### src/rtl/mem_arbiter.sv
// mem_arbiter: two-requester arbiter in front of a single-port shared memory.
// Each transaction takes three cycles: IDLE (sample and arbitrate), SERVE
// (memory access) and DONE (ack to the owner). The registered command drives
// the memory port. Read data is captured into the owner's rdata register at
// the edge that leaves SERVE.
// Optional build macro MEM_ARB_FIXED_PRIO_EN: when defined, requester A always
// wins contention and there is no last-grant register. When undefined, the
// arbiter is round-robin.
module mem_arbiter #(
    parameter int word_size = 8
) (
    input  logic                 clk,
    input  logic                 rst_n,
    input  logic                 req_a,
    input  logic                 req_b,
    input  logic                 we_a,
    input  logic                 we_b,
    input  logic [word_size-1:0] addr_a,
    input  logic [word_size-1:0] addr_b,
    input  logic [word_size-1:0] wdata_a,
    input  logic [word_size-1:0] wdata_b,
    output logic                 ack_a,
    output logic                 ack_b,
    output logic [word_size-1:0] rdata_a,
    output logic [word_size-1:0] rdata_b,
    output logic [word_size-1:0] mem_addr,
    output logic [word_size-1:0] mem_wdata,
    output logic                 mem_write,
    input  logic [word_size-1:0] mem_rdata
);

    typedef enum logic [1:0] {
        IDLE  = 2'b00,
        SERVE = 2'b01,
        DONE  = 2'b10
    } state_t;

    localparam logic OWNER_A = 1'b0;
    localparam logic OWNER_B = 1'b1;

    state_t                 state_q, state_d;
    logic                   owner_q, owner_d;
    logic                   cmd_we_q, cmd_we_d;
    logic [word_size-1:0]   cmd_addr_q, cmd_addr_d;
    logic [word_size-1:0]   cmd_wdata_q, cmd_wdata_d;
    logic                   mem_write_q, mem_write_d;
    logic                   ack_a_q, ack_a_d;
    logic                   ack_b_q, ack_b_d;
    logic [word_size-1:0]   rdata_a_q, rdata_a_d;
    logic [word_size-1:0]   rdata_b_q, rdata_b_d;
    logic                   req_any_s;
    logic                   grant_b_s;

    // A transaction can start whenever either requester asks.
    always_comb begin
        req_any_s = req_a | req_b;
    end

`ifdef MEM_ARB_FIXED_PRIO_EN
    // Fixed priority: A wins whenever it requests; B only wins when alone.
    always_comb begin
        grant_b_s = 1'b0;
        if (req_a) begin
            grant_b_s = 1'b0;
        end else begin
            grant_b_s = req_b;
        end
    end
`else
    logic last_grant_q, last_grant_d;

    // Round-robin: on contention, the requester not granted last wins.
    always_comb begin
        grant_b_s = 1'b0;
        if (req_a && req_b) begin
            grant_b_s = (last_grant_q == OWNER_A);
        end else begin
            grant_b_s = req_b;
        end
    end

    // Record the owner of every accepted transaction as the new last grant.
    always_comb begin
        last_grant_d = last_grant_q;
        if ((state_q == IDLE) && req_any_s) begin
            last_grant_d = grant_b_s;
        end else begin
            last_grant_d = last_grant_q;
        end
    end

    // Last-grant register; resets to B so that A wins the first contention.
    always_ff @(posedge clk or negedge rst_n) begin
        if (!rst_n) begin
            last_grant_q <= OWNER_B;
        end else begin
            last_grant_q <= last_grant_d;
        end
    end
`endif

    // Next state, command capture, read-data capture and ack generation.
    always_comb begin
        state_d     = state_q;
        owner_d     = owner_q;
        cmd_we_d    = cmd_we_q;
        cmd_addr_d  = cmd_addr_q;
        cmd_wdata_d = cmd_wdata_q;
        mem_write_d = 1'b0;
        ack_a_d     = 1'b0;
        ack_b_d     = 1'b0;
        rdata_a_d   = rdata_a_q;
        rdata_b_d   = rdata_b_q;

        case (state_q)
            IDLE: begin
                if (req_any_s) begin
                    state_d = SERVE;
                    owner_d = grant_b_s;
                    if (grant_b_s) begin
                        cmd_we_d    = we_b;
                        cmd_addr_d  = addr_b;
                        cmd_wdata_d = wdata_b;
                        mem_write_d = we_b;
                    end else begin
                        cmd_we_d    = we_a;
                        cmd_addr_d  = addr_a;
                        cmd_wdata_d = wdata_a;
                        mem_write_d = we_a;
                    end
                end else begin
                    state_d = IDLE;
                end
            end

            SERVE: begin
                // The memory access happens in this cycle. Any read result
                // goes only into the owner's register.
                state_d = DONE;
                if (owner_q == OWNER_B) begin
                    ack_b_d = 1'b1;
                    if (!cmd_we_q) begin
                        rdata_b_d = mem_rdata;
                    end else begin
                        rdata_b_d = rdata_b_q;
                    end
                end else begin
                    ack_a_d = 1'b1;
                    if (!cmd_we_q) begin
                        rdata_a_d = mem_rdata;
                    end else begin
                        rdata_a_d = rdata_a_q;
                    end
                end
            end

            DONE: begin
                state_d = IDLE;
            end

            default: begin
                state_d = IDLE;
            end
        endcase
    end

    // State and datapath registers; reset clears everything and aborts any access.
    always_ff @(posedge clk or negedge rst_n) begin
        if (!rst_n) begin
            state_q     <= IDLE;
            owner_q     <= OWNER_A;
            cmd_we_q    <= 1'b0;
            cmd_addr_q  <= {word_size{1'b0}};
            cmd_wdata_q <= {word_size{1'b0}};
            mem_write_q <= 1'b0;
            ack_a_q     <= 1'b0;
            ack_b_q     <= 1'b0;
            rdata_a_q   <= {word_size{1'b0}};
            rdata_b_q   <= {word_size{1'b0}};
        end else begin
            state_q     <= state_d;
            owner_q     <= owner_d;
            cmd_we_q    <= cmd_we_d;
            cmd_addr_q  <= cmd_addr_d;
            cmd_wdata_q <= cmd_wdata_d;
            mem_write_q <= mem_write_d;
            ack_a_q     <= ack_a_d;
            ack_b_q     <= ack_b_d;
            rdata_a_q   <= rdata_a_d;
            rdata_b_q   <= rdata_b_d;
        end
    end

    assign mem_addr  = cmd_addr_q;
    assign mem_wdata = cmd_wdata_q;
    assign mem_write = mem_write_q;
    assign ack_a     = ack_a_q;
    assign ack_b     = ack_b_q;
    assign rdata_a   = rdata_a_q;
    assign rdata_b   = rdata_b_q;

endmodule

### config.mk
export PLATFORM = sky130hd
export DESIGN_NAME = mem_arbiter
export DESIGN_NICKNAME = d
export VERILOG_FILES = /design/src/rtl/mem_arbiter.sv
export SDC_FILE = /design/constraint.sdc
export NUM_CORES = 1
export LEC_CHECK = 0
export CAP_MARGIN = 40
export CORE_UTILIZATION = 44
export DETAILED_ROUTE_END_ITERATION = 8
export PLACE_DENSITY = 0.85
export SLEW_MARGIN = 15
export SYNTH_ARGS = -nofsm -noshare
export SYNTH_HDL_FRONTEND = slang
export SYNTH_SLANG_ARGS = --single-unit
### constraint.sdc
create_clock -name clk -period 2.3 [get_ports clk]
set_input_delay 0.23 -clock clk [delete_from_list [all_inputs] [get_ports clk]]
set_output_delay 0.23 -clock clk [all_outputs]
set_load 0.03 [all_outputs]
# After elaboration in Yosys (flattened, before gate mapping)
# Index checks and enable logic that the tools add are counted.
op_classes:
  n_reduce_logical: 6
  eq_ne: 1
  n_bitwise: 4
  mux: 12
op_table:
  columns: ["operator", "count"]
  rows:
  - ["8-bit 2-to-1 mux", 2]
  - ["1-bit 2-to-1 mux", 9]
  - ["3-bit AND reduction", 2]
  - ["2-bit case mux with 2 select lines", 1]
  - ["1-bit NOT", 3]
  - ["2-bit by 1-bit equality test with 1-bit output (second input constant)", 1]
  - ["1-bit logical AND", 2]
  - ["2-bit logical NOT", 1]
  - ["2-bit AND reduction", 1]
  - ["1-bit OR", 1]
totals:
  output_inout_bits: 35
  register_bits: 40
  word_cells: 34

# Longest topological paths before layout
# Gate-level depths: netlist (run 1).
depth:
  word_depth: 5
  ltp_mapped: 5
  mapped_depth_nobuf: 3

# Worst setup path before layout (run 1)
# OpenSTA, ideal clock, no wires.
synth_timing:
  kind: "register to register"
  start: "register last_grant_q"
  end: "register cmd_addr_q[2], in the netlist mem_addr[2]"
  period_less_slack_ns: 1.547
  setup_time_ns: 0.125
  path_slack_ns: 0.753
  arrival_time_ns: 1.422
  path_stages_with_launch: 6
  cell_sequence: "dfstp_2 > a21bo_1 > buf_6 > buf_12 > mux2_4 > mux2_4"
synth_via:
  elab_chain_len: 3
synth_rtl:
  columns: ["element", "line_no", "rtl"]
  rows:
  - ["start, declared", "70", "logic last_grant_q, last_grant_d;"]
  - ["start signal, assigned", "97", "last_grant_q <= last_grant_d;"]
  - ["1-bit NOT", "76", "grant_b_s = (last_grant_q == OWNER_A);"]
  - ["1-bit 2-to-1 mux", "75", "if (req_a && req_b) begin"]
  - ["8-bit 2-to-1 mux", "120", "if (grant_b_s) begin"]
  - ["end signal, assigned", "173", "cmd_addr_q <= {word_size{1'b0}};"]
  - ["end signal, assigned", "184", "cmd_addr_q <= cmd_addr_d;"]
  - ["end, declared", "44", "logic [word_size-1:0] cmd_addr_q, cmd_addr_d;"]
# No other way between the ends.
# A chain may end at the register's enable or synchronous reset.

# Worst setup path after layout (run 1)
layout_timing:
  start: "register state_q[1]"
  end: "register rdata_a_q[1], in the netlist rdata_a[1]"
layout_via:
  elab_chain_len: 2
layout_rtl:
  columns: ["element", "line_no", "rtl"]
  rows:
  - ["start, declared", "41", "state_t state_q, state_d;"]
  - ["start signal, assigned", "181", "state_q <= state_d;"]
  - ["2-bit by 1-bit equality test with 1-bit output", "115", "case (state_q)"]
  - ["3-bit AND reduction (no source line)", null, null]
  - ["end signal, assigned", "178", "rdata_a_q <= {word_size{1'b0}};"]
  - ["end signal, assigned", "189", "rdata_a_q <= rdata_a_d;"]
  - ["end, declared", "49", "logic [word_size-1:0] rdata_a_q, rdata_a_d;"]
# No other way between the ends.

==> results.cfg, run 1 <==
[status]
status = completed

[placed_design]
gp_congestion = 0.682
numPortBuffers = 80
dp_slack_ps = 403
place_hpwl_mm = 2.98

[cells_and_area]
layout_common_cells = clkdlybuf4s50_1, dfrtp_1, mux2_2, mux2_4, clkbuf_8
antennaDiodeCount = 0
drive_above_1_share = 0.328
seqCellArea_sq_mm = 0.00100
layout_commonest_cell = clkdlybuf4s50_1
finalNetCount = 243
fill_cells = 257
synthToLayoutAreaGrowth_pct = 56.6
fin_util = 0.732
multi_input_area_sq_um = 697

[timing]
setup_tns_ps = 0
rsz0062_at_grt = no
fmax_ghz = 0.584
min_period_over_period = 0.744
drv_slew = 0
slew_headroom = 0.534
finalSetupViolCount = 0
min_period_ps = 1710
finalClockSkew_ps = 5.96
hold_viol_final = 0
tightest_slew_ps = 695
setup_slack_ps = 588
worst_hold_slack_ps = 423

[clock_tree]
postCtsHoldBufs = 1
clockBufferDepth = 2
ctsResizeCount = 0
htreeDepth = 2
cts_tree = yes
cts_sinks = 40
clock-root-buffer = clkbuf_8
clk_pin_slew_worst_paths_ps = 80
clock_latency_ps = 290
cts_buffers = 5
post_cts_buffers = 0

[power]
p_leak_nw = 1.19
power.total_mw = 3.94
peakVddDrop_mv = 1.04
power_density_mw_per_mm2 = 1440

[floorplan]
rows = 22
core-area_sq_mm = 0.00374
die-area_sq_mm = 0.00423
initial_utilization = 0.468
die_h_um = 65.1
dieWidth_um = 65.1
io_pins = 81

[drt]
vias = 1198
wl_per_cell_um = 16.5
post-route-drc-count = 0
vias_per_cell = 4.87
first_iter_violations = 29
ant_nets = 0
drtPass1Iterations = 4
routed_wl_mm = 4.07

[global_routing]
grt_pass1_vias = 1414
grt.overflow.total = 0
grt_usage = 0.213
grt_pass1_wl_mm = 6.72
antenna_found_initial = 0
grt_max_degree = 26

[synth]
ys_seq_area_frac = 0.573
syn_inst = 109
ys_types = 15
synth_nets = 155
synth_warnings = 0
syn_area_sq_mm = 0.00175
synth.avg_cell_area_sq_um = 16.1
synth_seq_cells = 40

[critical_path]
worst-setup-path-type = reg -> reg
r2r-start = state_q[1]
critPathRequiredTime_ps = 2480
crit_start = state_q[1]
critPathArrivalTime_ps = 1890
crit_fanout = 8
crit_path_end = rdata_a[1]
r2r_end = rdata_a[1]
worstSetupEndpointType = register
r2r_slack_ps = 590
reg2reg_depth = 3
cp-start-kind = register

[worst_hold_path]
hold_path_class = in -> async

[flow_run]
drv_cap = 0
[flip-flops by register name (all words and copies together) (netlist names)]
signal        count
mem_addr          8
mem_wdata         8
rdata_a           8
rdata_b           8
state_q           2
ack_a             1
ack_b             1
cmd_we_q          1
last_grant_q      1
mem_write         1
owner_q           1
[power breakdown]
part	total, mW	switching [mW]	leakage (nW)	internal [mW]
Clock	0.573	0.252	0.0541	0.321
Sequential	1.26	0.195	0.478	1.06
Combinational	2.11	1.06	0.655	1.05
[per-layer routing]
layer	GRT usage	wire, um
met5	0	0
met4	0.0489	51
met3	0.0827	375
met2	0.376	2040
met1	0.240	1610
[how the worst min path moves through the flow]
| stage | endpoint | cells past startpoint | start |
|---|---|---|---|
| 2_1_floorplan | ack_a | 0 | rst_n |
| 3_3_place_gp | mem_wdata[5] | 1 | rst_n |
| 6_report | rdata_a[2] | 2 | rst_n |
| 3_5_place_dp | mem_wdata[5] | 1 | rst_n |
| 5_1_grt | mem_addr[1] | 2 | rst_n |
| 4_1_cts | mem_wdata[5] | 2 | rst_n |
[stage by stage]
stage | area, sq um | std cells
2_1_floorplan | 1750 | 109
3_3_place_gp | 2590 | 236
3_5_place_dp | 2620 | 237
4_1_cts | 2740 | 246
5_1_grt | 2740 | 246
6_report | 2740 | 246
[cell families after synthesis]
group,count (synthesis),share of synthesized area
AOI/OAI and AO/OA,1,0.00572
buffers and inverters,8,0.0322
and+or+nand+nor,8,0.0279
muxes,52,0.362
DFF,40,0.573
[worst max-delay path, cell delays in order, from the launching register on]
cell      delay, ps
dfrtp_1         390
nand2b_1        230
nor3_2          560
mux2_2          410
[cell usage after synthesis]
cell type	instances	share of area
nor2b_1	1	0.0036
buf_2	2	0.0057
nand2b_1	1	0.0036
buf_12	1	0.011
dfstp_2	1	0.015
mux2_4	14	0.12
nor2_1	3	0.0064
dfrtp_1	39	0.56
buf_6	1	0.0064
mux2i_1	4	0.023
nor3_2	2	0.011
a21bo_1	1	0.0057
nor3_1	1	0.0029
inv_1	4	0.0086
mux2_2	34	0.22
[area by class of cell]
type                            instances  area share
Multi-Input combinational cell         61       0.254
Inverter                                4     0.00548
Clock inverter                          3      0.0155
Tap cell                               48      0.0219
Timing Repair Buffer                   85       0.312
Clock buffer                            5      0.0251
Sequential cell                        40       0.366
(Power assumes the default switching activity.)
==> inputs of run 2 (changes only) <==
--- a/config.mk
+++ b/config.mk
@@ -6,9 +6,9 @@
 export NUM_CORES = 1
 export LEC_CHECK = 0
 export CAP_MARGIN = 40
-export CORE_UTILIZATION = 44
+export CORE_UTILIZATION = 41
 export DETAILED_ROUTE_END_ITERATION = 8
-export PLACE_DENSITY = 0.85
+export PLACE_DENSITY = 0.8
 export SLEW_MARGIN = 15
 export SYNTH_ARGS = -nofsm -noshare
 export SYNTH_HDL_FRONTEND = slang
==> constraint.sdc (replaced) <==
create_clock -name clk -period 1.7 [get_ports clk]
set_input_delay 0.17 -clock clk [delete_from_list [all_inputs] [get_ports clk]]
set_output_delay 0.17 -clock clk [all_outputs]
set_load 0.03 [all_outputs]
==> run 2 against run 1 <==
Effect of this change: die area grew 7.1%; non-clock buffer count grew 3; clock skew shrank 2.4 ps; via count grew 2.5%; worst setup slack lost 510 ps; sequential power grew 35%; critical path type unchanged; highest routed layer unchanged.
==> results.cfg, run 2 (synthesis results as in run 1) <==
[status]
status = completed

[critical_path]
critPathArrivalTime_ps = 1800
crit_fanout = 9
worst-setup-path-type = reg -> reg
critPathRequiredTime_ps = 1870
cp-start-kind = register
worstSetupEndpointType = register

[global_routing]
grt_usage = 0.179
grt_pass1_wl_mm = 5.84
grt_pass1_vias = 1283
grt_max_degree = 22
grt.overflow.total = 0
antenna_found_initial = 0

[power]
power_density_mw_per_mm2 = 1900
p_leak_nw = 1.20
peakVddDrop_mv = 0.983

[worst_hold_path]
hold_path_class = in -> async

[cells_and_area]
fin_util = 0.679
drive_above_1_share = 0.338
antennaDiodeCount = 0
layout_commonest_cell = clkdlybuf4s50_1
synthToLayoutAreaGrowth_pct = 57.5
layout_common_cells = clkdlybuf4s50_1, dfrtp_1, mux2_2, mux2_4, clkbuf_8
finalNetCount = 246

[timing]
slew_headroom = 0.775
drv_slew = 0
min_period_ps = 1630
hold_viol_final = 0
tightest_slew_ps = 336
finalClockSkew_ps = 3.59
worst_hold_slack_ps = 306
rsz0062_at_grt = no
min_period_over_period = 0.957
setup_slack_ps = 73.1
fmax_ghz = 0.615
finalSetupViolCount = 0

[drt]
wl_per_cell_um = 15.4
drtPass1Iterations = 2
post-route-drc-count = 0
vias_per_cell = 4.89
ant_nets = 0
vias = 1228
first_iter_violations = 39
routed_wl_mm = 3.86

[clock_tree]
clockBufferDepth = 2
clk_pin_slew_worst_paths_ps = 70
cts_sinks = 40
clock_latency_ps = 280
cts_tree = yes
cts_buffers = 5
clock-root-buffer = clkbuf_8
htreeDepth = 2

[floorplan]
io_pins = 81
core-area_sq_mm = 0.00406
rows = 23
die-area_sq_mm = 0.00453
initial_utilization = 0.431
dieWidth_um = 67.3
die_h_um = 67.3

[flow_run]
drv_cap = 0

[placed_design]
gp_congestion = 0.666
numPortBuffers = 80
place_hpwl_mm = 2.97
dp_slack_ps = -110
[run 2: cell types whose count changed in the layout (fill, tap and decap cells not counted), sizes merged]
cell,previous run,this run
buf,5,8
bufinv,1,0
clkbuf,5,6
clkinv,1,2
clkinvlp,1,0
[run 2: per-stage QoR]
stage | area, sq um | std cells | setup TNS, ps | total power, mW
floorplan | 1750 | 109 | 0 | 3.41
global placement | 2650 | 242 | -348 | 4.53
detailed placement | 2650 | 242 | -1110 | 4.63
CTS | 2750 | 251 | 0 | 5.29
global route | 2760 | 251 | 0 | 5.51
finish | 2760 | 251 | 0 | 5.22
[run 2: final timing paths]
kind / slack [ps] / start / cells past startpoint / end
max in group asynchronous: 810 / rst_n / 3 / last_grant_q
max: 70 / last_grant_q / 4 / mem_wdata[5]
min in group clk: 490 / owner_q / 1 / ack_a
min reg2reg: 490 / owner_q / 1 / ack_a
min: 310 / rst_n / 2 / mem_addr[3]
max reg2reg: 70 / last_grant_q / 4 / mem_wdata[5]
[run 2: what timing repair did]
action / in CTS / in global routing
hold buffers: 1 / 0
setup buffers: 0 / 0
endpoints found under the hold margin: 10 / 0
resized for setup: 0 / 1
endpoints found under the setup margin: 0 / 1
[run 2: area by class of cell]
type | count | area (sq um)
Inverter | 4 | 15.0
Timing Repair Buffer | 88 | 887
Sequential cell | 40 | 1000
Multi-Input combinational cell | 61 | 697
Clock buffer | 6 | 82.6
Tap cell | 50 | 62.6
Fill cell | 295 | 1300
Clock inverter | 2 | 10.0
[run 2: critical path, cell delays in order, from the launching register on]
cell     delay (ps)
dfstp_2         550
a21bo_1         200
buf_6           170
mux2_2          340
mux2_2          260
[run 2: routing by layer]
metal,vias up,part of all wire,global-route usage
met3,6,0.098,0.0726
met4,0,0.015,0.0638
met5,-,0,0
li1,563,-,-
met1,598,0.37,0.183
met2,61,0.52,0.326
[run 2: report_power, final]
| group | switching, mW | total (mW) | internal [mW] |
|---|---|---|---|
| Combinational | 1.44 | 2.90 | 1.46 |
| Sequential | 0.260 | 1.70 | 1.44 |
| Clock | 0.304 | 0.627 | 0.323 |
